File: config.mk
export PLATFORM = sky130hd
export DESIGN_NAME = stepper_full_step
export DESIGN_NICKNAME = d
export VERILOG_FILES = /design/src/rtl/stepper_full_step_pkg.sv /design/src/rtl/stepper_full_step_tick.sv /design/src/rtl/stepper_full_step.sv
export SDC_FILE = /design/constraint.sdc
export NUM_CORES = 1
export LEC_CHECK = 0
export CAP_MARGIN = 20
export CORE_ASPECT_RATIO = 1.4
export CORE_MARGIN = 10
export CORE_UTILIZATION = 54
export DETAILED_ROUTE_END_ITERATION = 8
export PLACE_DENSITY = 0.91
export SETUP_SLACK_MARGIN = 0.2
export SYNTH_ARGS = -nofsm -noshare
export SYNTH_HDL_FRONTEND = slang
export SYNTH_SLANG_ARGS = --single-unit
export TNS_END_PERCENT = 100
File: constraint.sdc
create_clock -name clk -period 2.6 [get_ports clk]
set_input_delay 0.65 -clock clk [delete_from_list [all_inputs] [get_ports clk]]
set_output_delay 0.65 -clock clk [all_outputs]
set_load 0.05 [all_outputs]
File: src/rtl/stepper_full_step_pkg.sv
// Shared constants for the full-step stepper driver: FSM encoding, pattern table, sync depth.
// Latency: n/a (constants and a pure function only).
// Backpressure: n/a.
package stepper_full_step_pkg;

  // FSM state encoding
  localparam logic [1:0] ST_IDLE = 2'd0;
  localparam logic [1:0] ST_RUN  = 2'd1;
  localparam logic [1:0] ST_DONE = 2'd2;

  // Number of synchronizer flops in front of the step_clk edge detector
  localparam int SYNC_DEPTH = 2;

  // Two-phase-on full-step coil patterns, {A, B, A_n, B_n}
  localparam logic [3:0] PAT_0 = 4'b1100;
  localparam logic [3:0] PAT_1 = 4'b0110;
  localparam logic [3:0] PAT_2 = 4'b0011;
  localparam logic [3:0] PAT_3 = 4'b1001;

  // Map a 2-bit phase index onto its coil pattern
  function automatic logic [3:0] full_step_pattern(input logic [1:0] phase);
    logic [3:0] pat;
    case (phase)
      2'd0:    pat = PAT_0;
      2'd1:    pat = PAT_1;
      2'd2:    pat = PAT_2;
      default: pat = PAT_3;
    endcase
    return pat;
  endfunction

endpackage

File: src/rtl/stepper_full_step_tick.sv
// Synchronizes the slow step_clk into core clk and emits a one-cycle tick per rising edge.
// Latency: tick is consumed on the 3rd clk edge after the step_clk rising edge.
// Backpressure: none; ticks are never stored, a consumer that ignores one loses it.
module step_tick_sync
  import stepper_full_step_pkg::*;
(
  input  logic clk,
  input  logic rst,
  input  logic step_clk,
  output logic tick
);

  logic [SYNC_DEPTH-1:0] r_sync;
  logic                  r_edge;

  // Shift step_clk through the synchronizer and keep one delayed copy for edge detection
  always_ff @(posedge clk) begin
    if (rst) begin
      r_sync <= '0;
      r_edge <= 1'b0;
    end else begin
      r_sync <= {r_sync[SYNC_DEPTH-2:0], step_clk};
      r_edge <= r_sync[SYNC_DEPTH-1];
    end
  end

  assign tick = r_sync[SYNC_DEPTH-1] & ~r_edge;

endmodule

File: src/rtl/stepper_full_step.sv
// Full-step (two-phase-on) stepper motor move controller with position tracking.
// Latency: coil/position update on the clk edge that consumes a tick; busy/done one cycle after start.
// Backpressure: start is ignored unless idle; ticks outside RUN are dropped.
module stepper_full_step
  import stepper_full_step_pkg::*;
#(
  parameter int STEP_W  = 16,
  parameter int HOLD_EN = 1
) (
  input  logic              clk,
  input  logic              rst,
  input  logic              step_clk,
  input  logic              start,
  input  logic              dir,
  input  logic [STEP_W-1:0] steps,
  input  logic              abort,
  output logic [3:0]        coil,
  output logic              busy,
  output logic              done,
  output logic [STEP_W-1:0] position
);

  localparam logic [STEP_W-1:0] ONE = {{(STEP_W-1){1'b0}}, 1'b1};

  logic              w_tick;

  logic [1:0]        r_state;
  logic [1:0]        r_phase;
  logic              r_dir;
  logic [STEP_W-1:0] r_rem;
  logic [STEP_W-1:0] r_pos;
  logic [3:0]        r_coil;
  logic              r_busy;
  logic              r_done;

  logic [1:0]        w_state_nxt;
  logic [1:0]        w_phase_nxt;
  logic              w_dir_nxt;
  logic [STEP_W-1:0] w_rem_nxt;
  logic [STEP_W-1:0] w_pos_nxt;
  logic [3:0]        w_coil_nxt;

  step_tick_sync u_tick (
    .clk      (clk),
    .rst      (rst),
    .step_clk (step_clk),
    .tick     (w_tick)
  );

  // Next-state logic: move launch, per-tick stepping, abort and completion
  always_comb begin
    w_state_nxt = r_state;
    w_phase_nxt = r_phase;
    w_dir_nxt   = r_dir;
    w_rem_nxt   = r_rem;
    w_pos_nxt   = r_pos;
    case (r_state)
      ST_IDLE: begin
        if (start) begin
          if (steps != '0) begin
            w_dir_nxt   = dir;
            w_rem_nxt   = steps;
            w_state_nxt = ST_RUN;
          end else begin
            w_state_nxt = ST_DONE;
          end
        end
      end
      ST_RUN: begin
        // abort beats a coincident tick: no step is taken
        if (abort) begin
          w_state_nxt = ST_IDLE;
        end else if (w_tick) begin
          if (r_dir) begin
            w_phase_nxt = r_phase + 2'd1;
            w_pos_nxt   = r_pos + ONE;
          end else begin
            w_phase_nxt = r_phase - 2'd1;
            w_pos_nxt   = r_pos - ONE;
          end
          w_rem_nxt = r_rem - ONE;
          if (r_rem == ONE) begin
            w_state_nxt = ST_DONE;
          end
        end
      end
      default: begin
        w_state_nxt = ST_IDLE;
      end
    endcase
  end

  // Coil drive follows the next phase; de-energized outside RUN when holding is disabled
  always_comb begin
    w_coil_nxt = 4'b0000;
    if ((w_state_nxt == ST_RUN) || (HOLD_EN != 0)) begin
      w_coil_nxt = full_step_pattern(w_phase_nxt);
    end
  end

  // State and registered outputs; reset overrides every input
  always_ff @(posedge clk) begin
    if (rst) begin
      r_state <= ST_IDLE;
      r_phase <= 2'd0;
      r_dir   <= 1'b0;
      r_rem   <= '0;
      r_pos   <= '0;
      r_coil  <= 4'b0000;
      r_busy  <= 1'b0;
      r_done  <= 1'b0;
    end else begin
      r_state <= w_state_nxt;
      r_phase <= w_phase_nxt;
      r_dir   <= w_dir_nxt;
      r_rem   <= w_rem_nxt;
      r_pos   <= w_pos_nxt;
      r_coil  <= w_coil_nxt;
      r_busy  <= (w_state_nxt == ST_RUN);
      r_done  <= (w_state_nxt == ST_DONE);
    end
  end

  assign coil     = r_coil;
  assign busy     = r_busy;
  assign done     = r_done;
  assign position = r_pos;

endmodule

==> impl_metrics.py <==
metrics = {
    "grt": {
        "grt_max_degree": 48,
        "grt_pass1_vias": 2687,
        "grt_usage_pct": 17.6,
        "grt_overflow": 0,
        "antenna_found_initial": 0,
        "grt_pass1_wl_um": 12200,
    },
    "clock_network": {
        "clkSinkCount": 46,
        "cts_tree": "done",
        "post_cts_buffers": 0,
        "clock_latency_ps": 310,
        "htreeDepth": 2,
        "holdBufCountCts": 0,
        "cts_buffers": 5,
        "clockRootBuffer": "clkbuf_8",
        "ctsLongestPathBuffers": 2,
        "clk_pin_slew_worst_paths_ps": 80,
    },
    "floorplanning": {
        "start_util_pct": 56.0,
        "die_w_um": 80.1,
        "rows": 30,
        "die_area_um2": 8340,
        "fp.coreArea_um2": 4880,
        "chipHeight_um": 104,
        "ios": 44,
    },
    "timing": {
        "finalClockSkew_ps": 11.3,
        "setup_viol": 0,
        "finalHoldWorstSlack_ps": 441,
        "setup-tns-final_ps": 0,
        "rsz0062_at_grt": "yes",
        "slew_viol_final": 0,
        "fin_crit_ps": 2340,
        "tightest_slew_ps": 523,
        "slew_headroom_pct": 65.0,
        "min_period_over_period_pct": 90.0,
        "hold_viol": 0,
        "clock.fmax_mhz": 427,
    },
    "power_and_ir_drop": {
        "power_density_nw_per_um2": 472,
        "power_frac_comb_pct": 27.1,
        "p_seq_share_pct": 47.2,
        "vdd_ir_drop_max_mv": 0.468,
        "power_frac_clock_pct": 25.7,
        "p_int_mw": 1.11,
        "p_leak_nw": 1.39,
        "p_total_mw": 1.62,
        "switching_share_pct": 31.8,
        "p_sw_mw": 0.517,
    },
    "cells_and_area": {
        "area_growth_pct": 26.1,
        "nFillCells": 390,
        "diodes": 0,
        "layout-drive-gt1-share_pct": 10.7,
        "utilization_pct": 70.6,
        "layout.nets": 436,
    },
    "synthesis": {
        "synthCells": 339,
        "ys_ff_latch": 46,
        "yosysWarningCount": 0,
        "synth_cell_types": 48,
        "synthArstFlopShare_pct": 0,
        "yosys_most_used_dff": "dfxtp_1",
        "netlist_area_um2": 2730,
        "synth_edf_count": 0,
        "syn_area_per_cell_um2": 8.06,
        "yosysSeqAreaShare_pct": 33.7,
        "syn-num-nets": 382,
    },
    "min_path": {
        "hold_class": "reg -> reg",
        "holdPathStages": 1,
    },
    "critical_path": {
        "critPathLaunchType": "register",
        "crit_required_ps": 2840,
        "path_class": "reg -> reg",
        "rrSetupSlack_ps": 260,
        "cp_data_arrival_time_ps": 2580,
        "worstRegToRegCells": 9,
        "crit_fanout": 9,
        "endpoint_kind": "register",
    },
    "place": {
        "port-buffer-count": 43,
        "dp_hpwl_um": 5340,
        "gp_congestion": 0.900,
    },
    "drt": {
        "via_per_inst": 5.82,
        "drt-total-wl_um": 7270,
        "wl_per_cell_um": 15.9,
        "dr.pass1.iters": 4,
        "dr.first_iter.drc_count": 157,
        "via_count": 2661,
        "drc": 0,
        "ant_nets": 0,
    },
    "outcome": {
        "outcome": "finished, final reports clean",
    },
    "job": {
        "maxCapViolCount": 0,
    },
}
## through the flow
stage	cells	instance area (µm²)	worst slack, ps
final	457	3440	260
after global routing	457	3440	120
after CTS	457	3420	178
after detailed placement	450	3330	-18.7
after global placement	450	3330	94.1
after floorplan	339	2730	228
## cell families after synthesis
family	count (synthesis)	share of synthesized area [%]
compound gates	105	24.7
xor+xnor	17	5.45
fa+ha+maj	21	9.89
buf+inv	22	3.16
flops	46	33.7
mux	1	0.366
simple gates	127	22.7
## what timing repair did
item,in CTS,in global routing
pin swaps,0,1
gates resized for setup,3,7
setup endpoints to repair,4,6
## registers in the layout (all words and copies together), names as in the netlist
name,flops
busy,1
coil,4
done,1
position,16
r_dir,1
r_phase,2
r_rem,16
r_state,2
u_tick.r_edge,1
u_tick.r_sync,2
## path summary, 6_finish.rpt
| check | start | endpoint |
|---|---|---|
| max | r_dir | position[15] |
| min | u_tick.r_sync[0] | u_tick.r_sync[1] |
| max reg2reg | r_dir | position[15] |
| min reg2reg | u_tick.r_sync[0] | u_tick.r_sync[1] |
## placed cells by master (no fill, tap or decap), types with 3 or more instances in the layout
master           synthesis  routed
clkdlybuf4s50_1          0      43
nand2_1                 37      37
nor2b_1                  4       4
a22oi_1                  9       9
nand3_1                  4       4
a22o_1                   4       4
a21o_1                   6       6
nor2_1                  44      44
xnor2_1                 11      11
inv_1                    6       5
a211oi_1                 9       8
clkbuf_8                 0       5
nor3_1                  10      10
o41ai_1                  7       6
buf_4                    0      20
nor4_2                   1       3
or3_1                    3       3
a21oi_1                 31      30
and2_1                   4       4
xor2_1                   6       6
ha_1                    20      20
dfxtp_1                 46      45
o21ai_0                 23      21
## metal layers
metal,global-route usage [%],up-vias,wire length (µm)
li1,-,1329,-
met5,0,-,0
met1,18.2,1262,2830
met2,31.6,59,3880
met4,7.32,0,148
met3,4.93,11,405
## cell usage after synthesis (3+ instances only)
| master | n | area share (%) |
|---|---|---|
| or3_1 | 3 | 0.69 |
| dfxtp_1 | 46 | 34 |
| xor2_1 | 6 | 1.9 |
| xnor2_1 | 11 | 3.5 |
| clkbuf_1 | 13 | 1.8 |
| nor2b_1 | 4 | 0.92 |
| ha_1 | 20 | 9.2 |
| a22o_1 | 4 | 1.3 |
| o21ai_0 | 23 | 4.2 |
| nand2_1 | 37 | 5.1 |
| nor3_1 | 10 | 1.8 |
| a21oi_1 | 31 | 5.7 |
| a21o_1 | 6 | 1.6 |
| a22oi_1 | 9 | 2.5 |
| nand3_1 | 4 | 0.73 |
| inv_1 | 6 | 0.82 |
| o41ai_1 | 7 | 2.2 |
| and2_1 | 4 | 0.92 |
| a211oi_1 | 9 | 2.5 |
| buf_2 | 3 | 0.55 |
| nor4_1 | 4 | 0.92 |
| nor2_1 | 44 | 6.0 |
## cell type report
type | instances | area [µm²] | share of cell area (%)
multi-input cells | 271 | 1760 | 51.1
flip-flops and latches | 46 | 922 | 26.8
repair buffers | 63 | 581 | 16.9
well taps | 64 | 80.1 | 2.33
clock buffers | 5 | 68.8 | 2.00
inverters | 6 | 22.5 | 0.654
clock inverters | 2 | 10.0 | 0.291
## power by group through the flow
stage          Sequential, mW  Clock (mW)  Combinational, mW
2_1_floorplan           0.798           0              0.276
6_report                0.766       0.418              0.440
3_5_place_dp            0.781           0              0.428
5_1_grt                 0.770       0.460              0.490
4_1_cts                 0.765       0.432              0.435
3_3_place_gp            0.779           0              0.416
## worst max-delay path, stage by stage (launching register included)
cell and delay [ps]:
dfxtp_2 340, inv_2 160, ha_1 300, a211oi_2 320, o21ai_0 180, a31oi_1 260
o211ai_1 140, xnor2_1 150, or3_1 310, a21oi_1 140
(Power assumes the default switching activity.)
